File: src/rtl/nrzi_frame_rx.sv
// nrzi_frame_rx: NRZI line decoder with sync-byte hunt and framed,
// even-parity byte assembly. One decoded bit per clk, MSB first.
//
// state     | meaning
// ----------+---------------------------------------------------------
// ST_IDLE   | just out of reset; first edge primes din_q, no bit decoded
// ST_HUNT   | shifting decoded bits, looking for SYNC (needs 8 bits)
// ST_DATA   | collecting the 8 data bits of the current byte
// ST_PARITY | current bit is the parity bit; byte is presented here
module nrzi_frame_rx #(
    parameter logic [7:0]  SYNC   = 8'hA5,
    parameter int unsigned NBYTES = 4
) (
    input  logic       clk,
    input  logic       rst,
    input  logic       din,
    output logic [7:0] dout,
    output logic       dout_valid,
    output logic       perr,
    output logic       frame_done,
    output logic       locked
);

    typedef enum logic [1:0] {
        ST_IDLE   = 2'd0,
        ST_HUNT   = 2'd1,
        ST_DATA   = 2'd2,
        ST_PARITY = 2'd3
    } state_t;

    localparam logic [7:0] LAST_BYTE = 8'(NBYTES - 1);

    state_t     state_q, state_d;
    logic       din_q, din_d;
    logic [7:0] sync_sr_q, sync_sr_d;
    logic [3:0] fill_q, fill_d;
    logic [7:0] data_sr_q, data_sr_d;
    logic [2:0] bit_cnt_q, bit_cnt_d;
    logic [7:0] byte_cnt_q, byte_cnt_d;
    logic [7:0] dout_q, dout_d;
    logic       perr_q, perr_d;
    logic       dout_valid_q, dout_valid_d;
    logic       frame_done_q, frame_done_d;

    logic       dec_bit;
    logic [7:0] sync_cand;

    // A line transition between consecutive samples is a logical 1.
    assign dec_bit   = din ^ din_q;
    assign sync_cand = {sync_sr_q[6:0], dec_bit};

    // Register all state; reset drops outputs immediately, mid-frame included.
    always_ff @(posedge clk or posedge rst) begin
        if (rst) begin
            state_q      <= ST_IDLE;
            din_q        <= 1'b0;
            sync_sr_q    <= 8'h00;
            fill_q       <= 4'd0;
            data_sr_q    <= 8'h00;
            bit_cnt_q    <= 3'd0;
            byte_cnt_q   <= 8'h00;
            dout_q       <= 8'h00;
            perr_q       <= 1'b0;
            dout_valid_q <= 1'b0;
            frame_done_q <= 1'b0;
        end else begin
            state_q      <= state_d;
            din_q        <= din_d;
            sync_sr_q    <= sync_sr_d;
            fill_q       <= fill_d;
            data_sr_q    <= data_sr_d;
            bit_cnt_q    <= bit_cnt_d;
            byte_cnt_q   <= byte_cnt_d;
            dout_q       <= dout_d;
            perr_q       <= perr_d;
            dout_valid_q <= dout_valid_d;
            frame_done_q <= frame_done_d;
        end
    end

    // Next-state and registered-output logic; strobes default low every cycle.
    always_comb begin
        state_d      = state_q;
        din_d        = din;
        sync_sr_d    = sync_sr_q;
        fill_d       = fill_q;
        data_sr_d    = data_sr_q;
        bit_cnt_d    = bit_cnt_q;
        byte_cnt_d   = byte_cnt_q;
        dout_d       = dout_q;
        perr_d       = perr_q;
        dout_valid_d = 1'b0;
        frame_done_d = 1'b0;

        case (state_q)
            ST_IDLE: begin
                state_d = ST_HUNT;
            end

            ST_HUNT: begin
                sync_sr_d = sync_cand;
                if (fill_q != 4'd8) begin
                    fill_d = fill_q + 4'd1;
                end
                // fill_q >= 7 guarantees a full byte of real bits, not reset zeros
                if ((fill_q >= 4'd7) && (sync_cand == SYNC)) begin
                    state_d    = ST_DATA;
                    bit_cnt_d  = 3'd0;
                    byte_cnt_d = 8'h00;
                end
            end

            ST_DATA: begin
                data_sr_d = {data_sr_q[6:0], dec_bit};
                bit_cnt_d = bit_cnt_q + 3'd1;
                if (bit_cnt_q == 3'd7) begin
                    state_d = ST_PARITY;
                end
            end

            ST_PARITY: begin
                dout_d       = data_sr_q;
                perr_d       = ^{data_sr_q, dec_bit};
                dout_valid_d = 1'b1;
                byte_cnt_d   = byte_cnt_q + 8'h01;
                if (byte_cnt_q == LAST_BYTE) begin
                    frame_done_d = 1'b1;
                    sync_sr_d    = 8'h00;
                    fill_d       = 4'd0;
                    state_d      = ST_HUNT;
                end else begin
                    state_d = ST_DATA;
                end
            end

            default: begin
                state_d = ST_IDLE;
            end
        endcase
    end

    assign dout       = dout_q;
    assign perr       = perr_q;
    assign dout_valid = dout_valid_q;
    assign frame_done = frame_done_q;
    assign locked     = (state_q == ST_DATA) || (state_q == ST_PARITY);

endmodule

File: config.mk
export PLATFORM = sky130hd
export DESIGN_NAME = nrzi_frame_rx
export DESIGN_NICKNAME = d
export VERILOG_FILES = /design/src/rtl/nrzi_frame_rx.sv
export SDC_FILE = /design/constraint.sdc
export NUM_CORES = 1
export LEC_CHECK = 0
export BUFFER_PORTS_ARGS = -buffer_cell sky130_fd_sc_hd__buf_2
export CORE_ASPECT_RATIO = 1.25
export CORE_MARGIN = 2
export CORE_UTILIZATION = 33
export DETAILED_ROUTE_END_ITERATION = 7
export PLACE_DENSITY = 0.6
export SLEW_MARGIN = 40
export SYNTH_ARGS = -nofsm -noshare
export SYNTH_HDL_FRONTEND = slang
export SYNTH_SLANG_ARGS = --single-unit
File: constraint.sdc
create_clock -name clk -period 1.7 [get_ports clk]
set_clock_uncertainty 0.05 [all_clocks]
set_input_delay 0.34 -clock clk [delete_from_list [all_inputs] [get_ports clk]]
set_output_delay 0.34 -clock clk [all_outputs]
set_load 0.03 [all_outputs]
; ---- Word-level counts from Yosys, hierarchy flattened
; Cells that the tools add are included.
[word_totals]
reg_bits = 44
latch_bits = 0
ramBits = 0
rom_bits = 0
out_inout_bits = 12
word_cells = 54
n_memories = 0
[classes]
addsub = 3
multipliers = 0
n_div = 0
n_lt_le_gt_ge = 1
eq_ne = 11
shifts = 0
n_mux = 16
n_bitwise = 1
n_reduce_logical = 11
[op_table]
columns = op, n
row1 = 8-bit one-hot mux with 2 select lines, 1
row2 = 7-bit one-hot mux with 2 select lines, 1
row3 = 9-bit XOR reduction, 1
row4 = "8-bit by 1-bit adder with 8-bit output, second input constant", 1
row5 = "8-bit by 2-bit == test with 1-bit output, second input constant", 1
row6 = "8-bit == test, second input constant", 1
row7 = 4-bit 2-to-1 mux, 2
row8 = 8-bit 2-to-1 mux, 1
row9 = "2-bit != test, second input constant", 4
row10 = 2-bit one-hot mux with 4 select lines, 1
row11 = 4-bit one-hot mux with 2 select lines, 1
row12 = 2-bit AND reduction, 4
row13 = 7-bit 2-to-1 mux, 1
row14 = 2-bit 2-to-1 mux, 3
row15 = 3-bit one-hot mux with 2 select lines, 1
row16 = "4-bit by 1-bit adder with 4-bit output, second input constant", 1
row17 = "2-bit == test, second input constant", 2
row18 = "4-bit by 3-bit greater-or-equal comparator with 1-bit output, second input constant", 1
row19 = "4-bit != test, second input constant", 1
row20 = 2-bit nonzero test, 2
row21 = "3-bit by 1-bit adder with 3-bit output, second input constant", 1
row22 = "3-bit == test, second input constant", 1
row23 = 1-bit 2-to-1 mux, 3
row24 = 3-bit 2-to-1 mux, 1
row25 = other kinds (6), 6

; ---- Logic depth before layout (Yosys ltp)
; Gate-level depths: netlist of run 1.
[depth]
ltp_word = 5
ltp_mapped = 6

; ---- Least setup slack after synthesis of run 1
; No wires, ideal clock.
[synth_timing]
path_kind = reg2reg
start = register byte_cnt_q[0]
end = register sync_sr_q[0]
arrival_time_ns = 1.631
t_required_ns = 1.529
setup_slack_ns = -0.102
path_stages_with_launch = 6
path_buffers = 0
period_less_slack_ns = 1.802
cell_sequence = dfrtp_1 > ha_1 > or3b_2 > o21ai_2 > nand2_2 > a22o_1
[synth_via]
elab_chain_cells = 3
[synth_rtl]
columns = item, line_no
row1 = start: declaration, 39  ; logic [7:0] byte_cnt_q, byte_cnt_d;
row2 = start signal: assignment, 73  ; byte_cnt_q <= byte_cnt_d;
row3 = 8-bit by 2-bit == test with 1-bit output, 126  ; if (byte_cnt_q == LAST_BYTE) begin
row4 = 2-bit != test (no line), --
row5 = 2-bit AND reduction (no line), --
row6 = end signal: assignment, 69  ; sync_sr_q <= sync_sr_d;
row7 = end: declaration, 35  ; logic [7:0] sync_sr_q, sync_sr_d;
; No other way between the ends.
; A chain may end at the register's enable or synchronous reset.

; ---- Final worst setup path of run 1
[layout_timing]
start = register sync_sr_q[2]
end = register byte_cnt_q[0]
[layout_via]
elab_chain_cells = 4
[layout_rtl]
columns = item, line_no
row1 = 8-bit == test, 106  ; if ((fill_q >= 4'd7) && (sync_cand == SYNC)) begin
row2 = 1-bit logical AND, 106
row3 = 2-bit != test (no line), --
row4 = 2-bit AND reduction (no line), --
; No other way between the ends.

==> impl_metrics.py, run 1 <==
metrics = {
    "synthesis": {
        "synth-seq-cells": 44,
        "post_synth.cell_area_avg_um2": 12.22,
        "yosys_warnings": 0,
        "ys_seq_area_share_pct": 53.95,
        "synth.area.top_cells": "sky130_fd_sc_hd__dfrtp_1, sky130_fd_sc_hd__mux2_2, sky130_fd_sc_hd__a22o_1",
        "synth_top_area_share_pct": 53.95,
        "netlist_instances": 167,
        "netlist-cell-type-count": 43,
        "netlist.top_cell.by_area": "sky130_fd_sc_hd__dfrtp_1",
        "netlist_area_um2": 2041,
        "syn-num-nets": 175,
    },
    "power": {
        "cellPowerDensity_nw_per_um2": 1744,
        "leakage_nw": 1.231,
        "max_rail_drop_vdd_mv": 0.7041,
    },
    "clocking": {
        "clock_path_buffers": 2,
        "tritoncts.num_buffers": 5,
        "cts_max_level": 2,
        "clockRootBuffer": "sky130_fd_sc_hd__clkbuf_8",
        "clock_tree_from_tritoncts": "yes",
        "worst_setup_hold_path_clk_slew_ns": 0.08,
        "cts_hold_buf": 0,
        "numClockSinks": 44,
        "worstSkewPairLatency_ns": 0.29,
    },
    "status": {
        "violated_checks": "negative setup slack",
        "outcome": "finished, violations left",
    },
    "setup_path": {
        "setup.worst_path.start_class": "flop",
        "critical-path-slowest-cell": "sky130_fd_sc_hd__or4b_4",
        "timing.critical_path.required_ns": 1.83,
        "crit_chain": "or4b_4 -> nor4_4 -> o21ai_4 -> mux2_2",
        "critPathCaptureType": "flop",
        "slowest_delay_ns": 0.54,
        "worst_setup_path_type": "reg2reg",
        "worst_path_dominant_cell_family": "simple AND/OR/NAND/NOR gates",
        "worst-endpoint-arrival_ns": 1.86,
        "critical_path_buf_inv_count": 0,
        "rrSetupSlack_ns": -0.03,
        "crit_path_max_fanout": 8,
    },
    "cells_and_area": {
        "post_layout_nonfiller_instances": 291,
        "most-common-layout-cells": "sky130_fd_sc_hd__dfrtp_1, sky130_fd_sc_hd__buf_4, sky130_fd_sc_hd__mux2_2, sky130_fd_sc_hd__buf_2, sky130_fd_sc_hd__a22o_1",
        "num-fill-cells": 593,
        "num-nets-final": 213,
        "area.growth.synth_to_final_pct": 24.95,
        "final_layout_size_suffix_gt1_share_pct": 36.41,
        "layout_commonest_cell": "sky130_fd_sc_hd__dfrtp_1",
        "antennaDiodeCount": 0,
        "final_design_area_no_fill_um2": 2550,
    },
    "route": {
        "drtPass1Iterations": 4,
        "detail_route.drc_violations": 0,
        "number_of_design_rule_violations_left_by_the_first_detailed_router_iteration": 67,
        "final_routed_wirelength_um": 3787,
        "drtAntennaViolNets": 0,
        "post_drt_wl_per_cell_um": 13.01,
        "post_drt_via_cell_ratio": 4.763,
        "dr_total_vias": 1386,
    },
    "floorplanning": {
        "core_area_um2": 6086,
        "design.die.area_um2": 6833,
        "top_level_ports": 15,
        "rows": 32,
        "floorplan.die.height_um": 91.92,
        "floorplan.initialDensity_pct": 33.53,
        "die-width_um": 74.34,
    },
    "placement": {
        "place.port_buffers": 14,
        "placed_cells": 282,
        "postPlaceCellArea_um2": 2391,
        "gp_congestion": 0.8043,
        "dp_hpwl_um": 2697,
    },
    "global_route": {
        "grt_use_total_pct": 12.57,
        "grt_antenna_before_repair": 0,
        "grt-ovfl-total": 0,
        "first_global_vias": 1372,
        "grt_start_max_net_pins": 45,
        "grt_pass1_wl_um": 6589,
    },
    "timing": {
        "achievable-frequency_mhz": 578.1,
        "setup_tns_final_ns": -0.02995,
        "setup-violations-final": 1,
        "tightest_slew_ns": 0.2920,
        "drv_slew": 0,
        "post-route-period-util_pct": 101.8,
        "timing.slew.headroom_pct": 80.39,
        "period_needed_ns": 1.730,
        "finalHoldWorstSlack_ns": 0.01408,
        "finalHoldViolCount": 0,
        "unrepaired_setup_endpoints_after_global_routing": "yes",
        "timing.final.ws_setup_ns": -0.02995,
    },
    "min_path": {
        "timing.hold.worst.class": "in2async",
    },
    "job": {
        "maxCapViolations": 0,
    },
}
==> kinds of logic after synthesis <==
logic type | Yosys count | share of synthesized area, %
XOR/XNOR | 8 | 4.108
buffers and inverters | 15 | 2.943
AO/OA/AOI/OAI | 35 | 12.87
multiplexers | 21 | 11.28
flip-flops | 44 | 53.95
adder cells (fa/ha/maj) | 5 | 3.066
AND/OR/NAND/NOR | 39 | 11.77
==> cells in the mapped netlist <==
cell type,count
sky130_fd_sc_hd__nand4_1,3
sky130_fd_sc_hd__a32o_1,1
sky130_fd_sc_hd__nand3_1,5
sky130_fd_sc_hd__buf_2,3
sky130_fd_sc_hd__or3b_2,2
sky130_fd_sc_hd__nor3_1,1
sky130_fd_sc_hd__a21o_1,2
sky130_fd_sc_hd__xnor2_1,6
sky130_fd_sc_hd__xor2_1,1
sky130_fd_sc_hd__ha_1,5
sky130_fd_sc_hd__o21ai_0,5
sky130_fd_sc_hd__nand2_1,8
sky130_fd_sc_hd__o41ai_1,1
sky130_fd_sc_hd__nor2b_1,3
sky130_fd_sc_hd__or2_2,1
sky130_fd_sc_hd__inv_1,7
sky130_fd_sc_hd__a31oi_1,2
sky130_fd_sc_hd__nor4_1,1
sky130_fd_sc_hd__or3_1,1
sky130_fd_sc_hd__clkbuf_1,3
sky130_fd_sc_hd__or4_4,1
sky130_fd_sc_hd__and3_1,1
sky130_fd_sc_hd__and2_1,1
sky130_fd_sc_hd__mux2i_1,5
sky130_fd_sc_hd__xnor3_1,1
sky130_fd_sc_hd__nand3b_1,1
sky130_fd_sc_hd__a21oi_1,3
sky130_fd_sc_hd__o211ai_1,2
sky130_fd_sc_hd__o21ai_2,2
sky130_fd_sc_hd__nor4_4,1
sky130_fd_sc_hd__nand2_2,1
sky130_fd_sc_hd__nand2b_1,3
sky130_fd_sc_hd__mux2_2,16
sky130_fd_sc_hd__nor2_1,4
sky130_fd_sc_hd__dfrtp_1,44
sky130_fd_sc_hd__a22o_1,11
sky130_fd_sc_hd__o2bb2ai_1,2
sky130_fd_sc_hd__or4b_4,1
sky130_fd_sc_hd__a32oi_1,1
sky130_fd_sc_hd__o21ai_1,1
sky130_fd_sc_hd__buf_1,2
sky130_fd_sc_hd__a41oi_1,1
sky130_fd_sc_hd__o31ai_1,1
==> layout make-up <==
| type | instances | area (um^2) | area share [%] |
|---|---|---|---|
| flip-flops and latches | 44 | 1101 | 43.18 |
| multi-input cells | 108 | 924.6 | 36.26 |
| repair buffers | 39 | 270.3 | 10.60 |
| well taps | 85 | 106.4 | 4.171 |
| clock buffers | 6 | 82.58 | 3.238 |
| clock inverters | 2 | 38.79 | 1.521 |
| inverters | 7 | 26.28 | 1.030 |
==> power breakdown <==
part | internal, mW | switching, mW | leakage, nW
combinational | 1.02 | 1.01 | 0.614
sequential | 1.36 | 0.225 | 0.555
clock | 0.480 | 0.353 | 0.0614
total | 2.86 | 1.59 | 1.23
==> through the flow <==
stage	setup WS (ns)	power, mW	util [%]
6_report	-0.02995	4.447	41.90
5_1_grt	-0.07940	4.788	41.90
4_1_cts	-0.03886	4.473	41.65
3_5_place_dp	-0.02640	3.568	39.29
3_3_place_gp	-0.004365	3.536	39.29
2_1_floorplan	-0.01364	2.914	-
==> per-layer routing <==
layer  part of all wire (%)  vias to the layer above  global-route usage [%]
met5                      0                        -                       0
met4                    1.3                        0                   4.464
met3                    2.6                        5                   3.297
met2                     50                       17                   20.24
met1                     46                      677                   16.16
li1                       -                      687                       -
==> final timing paths <==
kind,cells past startpoint,endpoint,start
max in group asynchronous,3,byte_cnt_q[7],rst
min in group clk,1,din_q,din
setup reg to reg,4,byte_cnt_q[0],sync_sr_q[2]
setup / recovery,4,byte_cnt_q[0],sync_sr_q[2]
hold / removal,3,sync_sr_q[0],rst
hold reg to reg,2,perr,perr
==> worst min-delay path, cell delays in order <==
cell	delay, ns
sky130_fd_sc_hd__buf_2	0.10
sky130_fd_sc_hd__clkinv_1	0.06
sky130_fd_sc_hd__buf_12	0.24
==> state kept, by name, indices dropped and copies added, names as in the netlist <==
name        cells
dout_valid      1
fill_q          4
data_sr_q       8
din_q           1
byte_cnt_q      8
dout            8
bit_cnt_q       3
perr            1
frame_done      1
state_q         2
sync_sr_q       7
==> what timing repair did <==
item,4_1_cts,5_1_grt
buffers inserted,1,0
setup endpoints to repair,5,16
pin swaps,0,8
gates cloned,0,0
gates resized for setup,2,4
No activity file was read; power rests on OpenSTA's default activity.
==> inputs of run 2 (changes only) <==
--- a/config.mk
+++ b/config.mk
@@ -8,9 +8,9 @@
 export BUFFER_PORTS_ARGS = -buffer_cell sky130_fd_sc_hd__buf_2
 export CORE_ASPECT_RATIO = 1.25
 export CORE_MARGIN = 2
-export CORE_UTILIZATION = 33
+export CORE_UTILIZATION = 53
 export DETAILED_ROUTE_END_ITERATION = 7
-export PLACE_DENSITY = 0.6
+export PLACE_DENSITY = 0.83
 export SLEW_MARGIN = 40
 export SYNTH_ARGS = -nofsm -noshare
 export SYNTH_HDL_FRONTEND = slang
==> constraint.sdc (replaced) <==
create_clock -name clk -period 1.4 [get_ports clk]
set_clock_uncertainty 0.05 [all_clocks]
set_input_delay 0.28 -clock clk [delete_from_list [all_inputs] [get_ports clk]]
set_output_delay 0.28 -clock clk [all_outputs]
set_load 0.03 [all_outputs]
==> impl_metrics.py, run 2 (synthesized netlist as in run 1, its figures left out) <==
metrics = {
    "floorplanning": {
        "design.die.area_um2": 4366,
        "core_area_um2": 3754,
        "rows": 25,
        "top_level_ports": 15,
        "die-width_um": 59.50,
        "floorplan.initialDensity_pct": 54.37,
        "floorplan.die.height_um": 73.38,
    },
    "clocking": {
        "clock_tree_from_tritoncts": "yes",
        "cts_max_level": 2,
        "numClockSinks": 44,
        "worst_setup_hold_path_clk_slew_ns": 0.09,
        "clock_path_buffers": 2,
        "clockRootBuffer": "sky130_fd_sc_hd__clkbuf_8",
        "tritoncts.num_buffers": 5,
        "worstSkewPairLatency_ns": 0.30,
    },
    "route": {
        "drtPass1Iterations": 4,
        "final_routed_wirelength_um": 4846,
        "detail_route.drc_violations": 0,
        "number_of_design_rule_violations_left_by_the_first_detailed_router_iteration": 49,
        "met1_layer_wirelength_in_the_final_routing_um": 1879,
        "detailroute.wirelength.met3_um": 163,
        "drtAntennaViolNets": 0,
        "dr_total_vias": 1575,
        "routed.top_layer": "met4",
        "post_drt_wl_per_cell_um": 18.29,
        "post_drt_via_cell_ratio": 5.943,
        "met2WireLength_um": 2561,
    },
    "global_route": {
        "grt_start_max_net_pins": 45,
        "grt_pass1_wl_um": 7859,
        "first_global_vias": 1701,
        "grt_use_total_pct": 24.48,
        "grt_antenna_before_repair": 0,
        "grt-ovfl-total": 0,
    },
    "timing": {
        "unrepaired_setup_endpoints_after_global_routing": "yes",
        "setup-violations-final": 25,
        "post-route-period-util_pct": 125.0,
        "tightest_slew_ns": 0.3890,
        "period_needed_ns": 1.750,
        "drv_slew": 0,
        "timing.final.ws_setup_ns": -0.3499,
        "achievable-frequency_mhz": 571.5,
        "timing.slew.headroom_pct": 73.94,
        "finalHoldViolCount": 0,
    },
    "power": {
        "leakage_nw": 1.342,
        "cellPowerDensity_nw_per_um2": 2210,
        "max_rail_drop_vdd_mv": 1.278,
    },
    "job": {
        "maxCapViolations": 0,
    },
    "cells_and_area": {
        "post_layout_nonfiller_instances": 265,
        "most-common-layout-cells": "sky130_fd_sc_hd__dfrtp_1, sky130_fd_sc_hd__buf_4, sky130_fd_sc_hd__mux2_2, sky130_fd_sc_hd__buf_2, sky130_fd_sc_hd__a22o_1",
        "final_core_util_pct": 71.70,
        "layout_commonest_cell": "sky130_fd_sc_hd__dfrtp_1",
        "num-nets-final": 232,
        "antennaDiodeCount": 0,
        "final_layout_size_suffix_gt1_share_pct": 44.00,
        "area.growth.synth_to_final_pct": 31.88,
    },
    "min_path": {
        "timing.hold.worst.class": "in2reg",
    },
    "setup_path": {
        "setup.worst_path.start_class": "flop",
        "slowest_delay_ns": 0.57,
        "crit_path_max_fanout": 3,
        "timing.critical_path.required_ns": 1.54,
        "worst-endpoint-arrival_ns": 1.89,
        "critPathCaptureType": "flop",
        "worst_setup_path_type": "reg2reg",
        "critical-path-slowest-cell": "sky130_fd_sc_hd__or4_4",
        "crit_chain": "or4_4 -> o21ai_4 -> o211ai_1 -> a32o_1",
    },
    "placement": {
        "gp_congestion": 0.8124,
        "dp_hpwl_um": 3073,
        "placed_cells": 250,
        "place.port_buffers": 14,
    },
    "status": {
        "outcome": "finished, violations left",
        "violated_checks": "negative setup slack",
    },
}
## run 2: worst paths after layout
check,from,to,slack [ns],cells after the start
min in group asynchronous,rst,dout[2],0.52,4
worst max register to register,byte_cnt_q[5],fill_q[2],-0.35,4
worst max-delay path,byte_cnt_q[5],fill_q[2],-0.35,4
worst min-delay path,din,din_q,0.07,1
worst min register to register,perr,perr,0.44,2
max in group asynchronous,rst,state_q[0],0.57,4
## run 2: report_power, final
| group | total [mW] | internal (mW) | switching, mW |
|---|---|---|---|
| Sequential | 1.91 | 1.65 | 0.259 |
| Clock | 0.813 | 0.353 | 0.460 |
| Combinational | 3.22 | 1.67 | 1.55 |
## run 2: critical path, delay by kind of cell (launching register included)
family	cells	cell delay, ns
AOI/OAI and AO/OA	3	0.63
DFF	1	0.39
and+or+nand+nor	1	0.57
## run 2: layer usage
layer | track usage, % | vias up
li1 | - | 718
met1 | 28.64 | 784
met2 | 40.78 | 48
met3 | 5.810 | 25
met4 | 13.58 | 0
met5 | 0 | -
## run 2: stage by stage
stage	setup TNS (ns)	total power, mW	instance area [um^2]	worst slack [ns]	hold slack [ns]
after floorplan	-4.099	3.598	2081	-0.2485	0.2614
after global placement	-5.025	4.543	2481	-0.3012	0.3004
after detailed placement	-5.934	4.723	2481	-0.3435	0.3114
after CTS	-6.159	5.816	2660	-0.3512	0.06527
after global routing	-7.594	6.290	2691	-0.3945	0.06740
final	-6.255	5.949	2691	-0.3499	0.07164
## run 2: layout make-up
type | count | area, um^2
fill | 240 | 1062
tap | 40 | 50.05
timing repair buffer | 58 | 450.4
clock buffer | 5 | 68.82
sequential | 44 | 1101
inverter | 7 | 26.28
clock inverter | 3 | 23.77
multi-input combinational | 108 | 970.9
## run 2: timing repair
item	CTS	global route
pin swaps	11	4
gates resized for setup	10	3
setup endpoints to repair	27	27
setup buffers	4	2
endpoints found under the hold margin	44	0
hold buffers	1	0
==> inputs of run 3 (changes only) <==
--- a/config.mk
+++ b/config.mk
@@ -11,6 +11,7 @@
 export CORE_UTILIZATION = 53
 export DETAILED_ROUTE_END_ITERATION = 7
 export PLACE_DENSITY = 0.83
+export REMOVE_ABC_BUFFERS = 1
 export SLEW_MARGIN = 40
 export SYNTH_ARGS = -nofsm -noshare
 export SYNTH_HDL_FRONTEND = slang
==> impl_metrics.py, run 3 (synthesized netlist as in run 1, its figures left out) <==
metrics = {
    "cells_and_area": {
        "final_layout_size_suffix_gt1_share_pct": 43.95,
        "combined_area_of_the_multi_input_logic_cells_um2": 975.9,
        "num-fill-cells": 251,
        "antennaDiodeCount": 0,
        "register_area_um2": 1101,
        "final_design_area_no_fill_um2": 2709,
        "area.growth.synth_to_final_pct": 32.74,
        "layout_commonest_cell": "sky130_fd_sc_hd__dfrtp_1",
        "num-nets-final": 230,
        "most-common-layout-cells": "sky130_fd_sc_hd__dfrtp_1, sky130_fd_sc_hd__buf_4, sky130_fd_sc_hd__mux2_2, sky130_fd_sc_hd__buf_2, sky130_fd_sc_hd__a22o_1",
    },
    "placement": {
        "gp_congestion": 0.8529,
        "place.port_buffers": 14,
        "dp_hpwl_um": 2901,
        "postPlaceCellArea_um2": 2392,
    },
    "status": {
        "outcome": "finished, violations left",
        "violated_checks": "negative setup slack",
    },
    "power": {
        "power.share.switching_pct": 36.71,
        "max_rail_drop_vdd_mv": 1.318,
        "seqPwrFrac_pct": 31.1,
        "power.share.clock_pct": 16.6,
        "cellPowerDensity_nw_per_um2": 2257,
        "comb_pwr_share_pct": 52.4,
        "cellInternalPower_mw": 3.869,
        "leakage_nw": 1.350,
        "total_switching_power_mw": 2.245,
    },
    "timing": {
        "finalHoldViolCount": 0,
        "achievable-frequency_mhz": 556.5,
        "timing.final.ws_setup_ns": -0.3970,
        "setup-violations-final": 24,
        "drv_slew": 0,
        "post-route-period-util_pct": 128.4,
        "period_needed_ns": 1.797,
        "tightest_slew_ns": 0.3026,
        "unrepaired_setup_endpoints_after_global_routing": "yes",
        "finalHoldWorstSlack_ns": 0.08605,
        "timing.slew.headroom_pct": 79.57,
    },
    "setup_path": {
        "worst_path_dominant_cell_family": "simple AND/OR/NAND/NOR gates",
        "critPathCaptureType": "flop",
        "critical_path_buf_inv_count": 1,
        "worst-endpoint-arrival_ns": 1.93,
        "crit_path_max_fanout": 8,
        "rrSetupSlack_ns": -0.40,
        "worst_setup_path_type": "reg2reg",
        "critical-path-slowest-cell": "sky130_fd_sc_hd__or4b_4",
        "crit_chain": "or4b_4 -> nor4_4 -> o21ai_4 -> buf_4 -> o2bb2ai_2",
        "timing.critical_path.required_ns": 1.53,
        "slowest_delay_ns": 0.55,
        "setup.worst_path.start_class": "flop",
    },
    "floorplanning": {
        "top_level_ports": 15,
        "floorplan.initialDensity_pct": 54.37,
        "design.die.area_um2": 4366,
        "rows": 25,
        "die-width_um": 59.50,
        "floorplan.die.height_um": 73.38,
        "core_area_um2": 3754,
    },
    "route": {
        "post_drt_wl_per_cell_um": 17.59,
        "post_drt_via_cell_ratio": 5.947,
        "number_of_design_rule_violations_left_by_the_first_detailed_router_iteration": 86,
        "drtAntennaViolNets": 0,
        "drtPass1Iterations": 4,
        "dr_total_vias": 1564,
        "detail_route.drc_violations": 0,
        "final_routed_wirelength_um": 4625,
    },
    "global_route": {
        "grt_pass1_wl_um": 7479,
        "grt_start_max_net_pins": 45,
        "first_global_vias": 1621,
        "grt-ovfl-total": 0,
        "grt_use_total_pct": 23.27,
        "grt_antenna_before_repair": 0,
    },
    "clocking": {
        "clock_tree_from_tritoncts": "yes",
        "tritoncts.num_buffers": 5,
        "clock_path_buffers": 2,
        "numClockSinks": 44,
        "clockRootBuffer": "sky130_fd_sc_hd__clkbuf_8",
        "worst_setup_hold_path_clk_slew_ns": 0.08,
        "worstSkewPairLatency_ns": 0.29,
        "cts_max_level": 2,
    },
    "job": {
        "maxCapViolations": 0,
    },
    "min_path": {
        "timing.hold.worst.class": "in2reg",
    },
}
## run 3: changes by cell type in the layout (fill, tap and decap cells not counted), sizes merged
cell,change
buf,-2
bufinv,+1
clkinvlp,-2
clkbuf,+1
## run 3: routing by layer
| metal | part of all wire [%] | global-route usage [%] | wire length (um) |
|---|---|---|---|
| met5 | 0 | 0 | 0 |
| met2 | 53 | 40.66 | 2462 |
| met4 | 4.7 | 13.33 | 219 |
| met3 | 4.0 | 4.754 | 185 |
| met1 | 38 | 25.70 | 1757 |
## run 3: through the flow
stage	util, %	TNS [ns]	worst slack, ns	std cells	power [mW]
after global routing	72.17	-8.942	-0.4771	263	6.468
final	72.17	-7.395	-0.3970	263	6.114
after global placement	63.73	-7.293	-0.4079	245	4.365
after CTS	70.67	-6.871	-0.4094	258	5.912
after floorplan	-	-11.43	-0.5786	159	3.442
after detailed placement	63.73	-8.306	-0.4599	245	4.529
## run 3: layout make-up
| type | instances | share of cell area [%] |
|---|---|---|
| flip-flops and latches | 44 | 40.65 |
| multi-input cells | 108 | 36.03 |
| repair buffers | 56 | 16.03 |
| clock buffers | 6 | 3.048 |
| well taps | 40 | 1.848 |
| clock inverters | 2 | 1.432 |
| inverters | 7 | 0.9700 |
## run 3: path summary, 6_finish.rpt
kind,from,endpoint,cells after the start
max,sync_sr_q[2],byte_cnt_q[5],5
max reg2reg,sync_sr_q[2],byte_cnt_q[5],5
min,din,din_q,1
min reg2reg,perr,perr,2
min in group asynchronous,rst,sync_sr_q[5],4
max in group asynchronous,rst,byte_cnt_q[0],4
## run 3: power groups by stage
stage          sequential (mW)  clock, mW  combinational (mW)
2_1_floorplan             2.12          0                1.32
3_3_place_gp              1.88          0                2.49
3_5_place_dp              1.91          0                2.62
4_1_cts                   1.90       1.03                2.98
5_1_grt                   1.95       1.08                3.44
6_report                  1.90       1.01                3.20
## run 3: repair_timing
action,in CTS,in global routing
setup endpoints to repair,27,30
hold endpoints to repair,40,0
buffers inserted,4,5
hold buffers,1,0
gates resized for setup,21,4
pin swaps,16,3
